<file path="config.mk">
export PLATFORM = sky130hd
export DESIGN_NAME = multicycle_core
export DESIGN_NICKNAME = d
export VERILOG_FILES = /design/src/rtl/multicycle_core.sv
export SDC_FILE = /design/constraint.sdc
export NUM_CORES = 1
export LEC_CHECK = 0
export BUFFER_PORTS_ARGS = -buffer_cell sky130_fd_sc_hd__buf_2
export CAP_MARGIN = 5
export CORE_MARGIN = 5
export CORE_UTILIZATION = 50
export CTS_CLUSTER_SIZE = 14
export DETAILED_ROUTE_END_ITERATION = 7
export HOLD_SLACK_MARGIN = 0.15
export PLACE_DENSITY = 0.72
export REMOVE_ABC_BUFFERS = 1
export SYNTH_ARGS = -nofsm -noshare
export SYNTH_HDL_FRONTEND = slang
export SYNTH_SLANG_ARGS = --single-unit
</file>
<file path="constraint.sdc">
create_clock -name clk -period 3.4 [get_ports clk]
set_input_delay 0.51 -clock clk [delete_from_list [all_inputs] [get_ports clk]]
set_output_delay 0.51 -clock clk [all_outputs]
set_load 0.005 [all_outputs]
</file>
<file path="src/rtl/multicycle_core.sv">
// multicycle_core: parametrised multicycle accumulator-style core (regfile, ALU, CZN flags, PC, FSM)
// with a req/ack memory port that tolerates wait states.
module multicycle_core #(
  parameter int                    DATA_WIDTH = 8,
  parameter int                    ADDR_WIDTH = 13,
  parameter int                    REG_COUNT  = 4,
  parameter logic [ADDR_WIDTH-1:0] RESET_PC   = '0
) (
  input  logic                  clk,
  input  logic                  rst,
  output logic                  mem_req,
  output logic                  mem_we,
  output logic [ADDR_WIDTH-1:0] mem_addr,
  output logic [DATA_WIDTH-1:0] mem_wdata,
  input  logic [DATA_WIDTH-1:0] mem_rdata,
  input  logic                  mem_ack,
  output logic [ADDR_WIDTH-1:0] pc,
  output logic [2:0]            czn,
  output logic                  halted,
  output logic                  retire
);
  localparam int RS  = $clog2(REG_COUNT);
  localparam int EXT = (ADDR_WIDTH + DATA_WIDTH - 1) / DATA_WIDTH;
  localparam int CW  = $clog2(EXT + 1);
  typedef enum logic [2:0] {FETCH, DECODE, EXTW, EXEC, MEM, HALT} state_t;
  state_t                  state, state_d;
  logic [ADDR_WIDTH-1:0]   pc_q;
  logic [DATA_WIDTH-1:0]   ir;
  logic [DATA_WIDTH-1:0]   regs [REG_COUNT];
  logic [2:0]              czn_q;
  logic [EXT*DATA_WIDTH-1:0] ext_buf;
  logic [CW-1:0]           cnt;
  logic [3:0]              op;
  logic [RS-1:0]           rd, rs;
  logic [DATA_WIDTH-1:0]   rd_v, rs_v;
  logic [DATA_WIDTH:0]     alu;
  logic [ADDR_WIDTH-1:0]   addr;
  logic                    done, last_w, taken, unused_bits;
  assign op          = ir[DATA_WIDTH-1 -: 4];
  assign rd          = ir[2*RS-1:RS];
  assign rs          = ir[RS-1:0];
  assign rd_v        = regs[rd];
  assign rs_v        = regs[rs];
  assign addr        = ext_buf[ADDR_WIDTH-1:0];
  assign unused_bits = ^{ir, ext_buf};
  // Bit DATA_WIDTH of alu is the carry/borrow/shifted-out bit feeding C.
  assign alu = op == 4'h0 ? {1'b0, rd_v} + {1'b0, rs_v} :
               op == 4'h1 ? {1'b0, rd_v} + {1'b0, rs_v} + {{DATA_WIDTH{1'b0}}, czn_q[0]} :
               op == 4'h2 ? {1'b0, rd_v} - {1'b0, rs_v} :
               op == 4'h3 ? {1'b0, rd_v & rs_v} :
               op == 4'h4 ? {1'b0, rd_v | rs_v} :
               op == 4'h5 ? {1'b0, rd_v ^ rs_v} :
               op == 4'h7 ? {rs_v, 1'b0} : {1'b0, rs_v};
  assign taken  = op == 4'hB || (op == 4'hC && czn_q[1]) || (op == 4'hD && czn_q[0]) ||
                  (op == 4'hE && czn_q[2]);
  assign last_w = op == 4'h8 ? cnt == '0 : cnt == CW'(EXT - 1);
  assign mem_req   = rst && (state == FETCH || state == EXTW || state == MEM);
  assign done      = mem_req && mem_ack;
  assign mem_we    = state == MEM && op == 4'hA;
  assign mem_addr  = state == MEM ? addr : pc_q;
  assign mem_wdata = rd_v;
  assign retire    = rst && (state == EXEC || (state == MEM && mem_ack));
  assign halted    = state == HALT;
  assign pc        = pc_q;
  assign czn       = czn_q;
  always_comb begin
    state_d = state;
    case (state)
      FETCH:   state_d = done ? DECODE : FETCH;
      DECODE:  state_d = op == 4'hF ? HALT : op[3] ? EXTW : EXEC;
      EXTW:    state_d = !(done && last_w) ? EXTW : (op == 4'h9 || op == 4'hA) ? MEM : EXEC;
      EXEC:    state_d = FETCH;
      MEM:     state_d = done ? FETCH : MEM;
      default: state_d = HALT;
    endcase
  end
  always_ff @(posedge clk) begin
    if (!rst) begin
      state   <= FETCH;
      pc_q    <= RESET_PC;
      czn_q   <= '0;
      ir      <= '0;
      ext_buf <= '0;
      cnt     <= '0;
      for (int i = 0; i < REG_COUNT; i++) regs[i] <= '0;
    end else begin
      state <= state_d;
      if ((state == FETCH || state == EXTW) && done) pc_q <= pc_q + ADDR_WIDTH'(1);
      if (state == FETCH && done) ir <= mem_rdata;
      if (state == DECODE) cnt <= '0;
      if (state == EXTW && done) begin
        ext_buf[int'(cnt)*DATA_WIDTH +: DATA_WIDTH] <= mem_rdata;
        cnt <= cnt + CW'(1);
      end
      if (state == EXEC && op <= 4'h8) regs[rd] <= op == 4'h8 ? ext_buf[DATA_WIDTH-1:0] : alu[DATA_WIDTH-1:0];
      if (state == EXEC && (op <= 4'h5 || op == 4'h7))
        czn_q <= {alu[DATA_WIDTH-1], alu[DATA_WIDTH-1:0] == '0, alu[DATA_WIDTH]};
      if (state == EXEC && taken) pc_q <= addr;
      if (state == MEM && done && op == 4'h9) regs[rd] <= mem_rdata;
    end
  end
endmodule

</file>
==> results.json <==
{
  "crit_chain": "buf_12 -> mux4_2 -> buf_6 -> ha_1 -> a211o_1 -> and3_4 -> o311ai_4 -> buf_4 -> nand4_1 -> xnor2_1 -> a21oi_2 -> a21oi_2 -> nor3_1",
  "grt_pass1_wl_um": 27600,
  "ctsHoldBuffers": 0,
  "clk_pin_slew_ps": 60,
  "clockPowerShare": 0.322,
  "end_kind": "register",
  "fin_crit_ps": 3430,
  "critPathRequiredTime_ps": 3440,
  "vias_per_cell": 6.35,
  "slowest_stage": "mux4_2",
  "hold_class": "in2reg",
  "ys_seq_elements": 78,
  "vias": 5735,
  "hold_slack_ps": 453,
  "cellInternalPower_mw": 2.14,
  "fin_cells": 903,
  "gp_congestion": 0.871,
  "wl_per_cell_um": 20.3,
  "comb_power_share": 0.341,
  "syn_area_um2": 5660,
  "pin_count": 52,
  "diodes": 0,
  "clk_latency_ps": 340,
  "cp_common_cell": "a21oi_2",
  "final_nets": 802,
  "violations": "setup timing",
  "cts_tree": "built",
  "synth_cell_types": 75,
  "yosysWarnings": 0,
  "clockRootBuffer": "clkbuf_16",
  "tightest_slew_ps": 1070,
  "relSlewSlack": 0.277,
  "finalWirelength_um": 18300,
  "rsz0062_at_grt": "true",
  "overflow": 0,
  "clk_path_buf_depth": 2,
  "port_buffers": 51,
  "cap_violations": 0,
  "drtAntennaViolNets": 0,
  "drv_slew": 0,
  "seq_area_frac_synth": 0.333,
  "critPathArrivalTime_ps": 3470,
  "cp-start-kind": "register",
  "clock_sinks": 78,
  "grt_use_total": 0.261,
  "drive_gt1_frac": 0.349,
  "synth_ff_type": "dfxtp_1",
  "final_util": 0.662,
  "p_sw_frac": 0.321,
  "status": "finished, violations left",
  "fp.coreArea_um2": 11000,
  "skew_ps": 8.07,
  "max_stage_delay_ps": 550,
  "syn_inst": 649,
  "switchingPower_mw": 1.01,
  "seqPwrFrac": 0.337,
  "hpwl_um": 13000,
  "die_w_um": 116,
  "antenna_found_initial": 0,
  "synth_edf_count": 32,
  "htree_levels": 3,
  "first_pass_iters": 5,
  "fin_crit_sh": 1.01,
  "die_y_um": 116,
  "rows": 38,
  "peakVddDrop_v": 0.000234,
  "power_density_nw_per_um2": 432,
  "dpl.cell_count": 873,
  "async_flop_share": 0,
  "avgSynthCellArea_um2": 8.71,
  "first_iter_violations": 615,
  "grt_pass1_vias": 5364,
  "hold_violations": 0,
  "area_delta_synth_final_pct": 28.6,
  "start_util": 0.515,
  "cts_buffers": 9,
  "die_area_um2": 13500,
  "p_leak_nw": 2.95,
  "worst_slack_ps": -31.1,
  "drc": 0,
  "fmax_mhz": 291,
  "critPathKind": "reg2reg",
  "cp_max_fo": 7,
  "grt_max_degree": 36,
  "finalSetupViolations": 8
}
-- through the flow --
| step | TNS [ps] | area, um2 | setup WS [ps] | total power [mW] |
|---|---|---|---|---|
| 2_1_floorplan | -468 | 5460 | -87.7 | 1.58 |
| 6_report | -115 | 7270 | -31.1 | 3.14 |
| 3_5_place_dp | -3660 | 6460 | -332 | 1.93 |
| 4_1_cts | -1.21 | 6850 | -1.21 | 2.97 |
| 3_3_place_gp | -2820 | 6460 | -289 | 1.92 |
| 5_1_grt | -1940 | 7270 | -155 | 3.28 |
-- registers in the layout, summed over array words and instances (netlist names), named ones only --
register and cells:
regs 32, ir 8, pc 13, state 3, cnt 2, ext_buf 13
czn 3
-- critical path: cells and delay by family (launching register included) --
| kind | cells | cell delay (ps) |
|---|---|---|
| AO/OA/AOI/OAI | 4 | 1010 |
| multiplexers | 1 | 550 |
| buffers and inverters | 3 | 430 |
| AND/OR/NAND/NOR | 3 | 370 |
| flip-flops | 1 | 330 |
| XOR/XNOR | 1 | 230 |
| adder cells (fa/ha/maj) | 1 | 210 |
-- final cells by class --
| type | instances | area, um2 |
|---|---|---|
| Sequential cell | 78 | 1890 |
| Clock buffer | 9 | 225 |
| Timing Repair Buffer | 138 | 941 |
| Multi-Input combinational cell | 492 | 3810 |
| Tap cell | 140 | 175 |
| Clock inverter | 7 | 88.8 |
| Fill cell | 846 | 3710 |
| Inverter | 39 | 149 |
-- cell usage in the layout (no fill, tap or decap), types with 10 or more instances in the layout --
cell,Yosys,layout
mux2_2,16,15
buf_4,3,83
nor3_1,18,14
inv_1,35,26
nand2_1,67,65
a21oi_1,59,53
mux4_2,16,16
edfxtp_1,32,32
buf_2,6,51
nor2_1,63,59
o21ai_0,32,32
inv_2,2,10
nand3_1,25,25
ha_1,31,20
nand2b_1,13,12
dfxtp_1,46,42
-- kinds of logic (layout without fill, tap and decap cells) --
logic type,after synthesis,after routing,synth area share
xor+xnor,12,12,0.0186
mux,38,38,0.106
compound gates,172,172,0.199
flops,78,78,0.333
buf+inv,79,193,0.0611
simple gates,237,237,0.207
fa+ha+maj,33,33,0.0757
-- routing by layer --
metal / global-route usage / up-vias / part of all wire
li1: - / 2610 / -
met5: 0 / - / 0
met3: 0.0415 / 62 / 0.079
met4: 0.110 / 0 / 0.041
met1: 0.345 / 2775 / 0.40
met2: 0.426 / 288 / 0.48
-- what timing repair did --
action | CTS | global route
buffers inserted | 2 | 12
pin swaps | 9 | 39
endpoints found under the hold margin | 0 | 0
resized for setup | 17 | 67
setup endpoints to repair | 25 | 32
-- final timing paths --
path,cells after the start,end,slack (ps),start
max reg2reg,13,regs[3][6]$_DFFE_PP_,-30,register
min,3,ir[5]$_SDFFE_PN0P_,450,mem_rdata[5]
min reg2reg,2,ext_buf[11]$_SDFFE_PN0P_,480,ext_buf[11]$_SDFFE_PN0P_
max,13,regs[3][6]$_DFFE_PP_,-30,register
-- cell usage after synthesis, types with 16 or more instances --
cell type,number,share of area
clkbuf_1,26,0.017
edfxtp_1,32,0.17
nand2_1,67,0.044
a21oi_1,59,0.052
nand3_1,25,0.022
ha_1,31,0.069
o21ai_0,32,0.028
mux2_2,16,0.032
inv_1,35,0.023
mux4_2,16,0.064
dfxtp_1,46,0.16
nor2_1,63,0.042
nor3_1,18,0.016
-- power by group through the flow --
stage	combinational (mW)	sequential, mW	clock, mW
5_1_grt	1.14	1.06	1.07
6_report	1.07	1.06	1.01
3_5_place_dp	0.859	1.08	0
3_3_place_gp	0.850	1.07	0
4_1_cts	0.896	1.06	1.02
2_1_floorplan	0.500	1.08	0
Note: power is estimated with default switching activity, not from simulation.
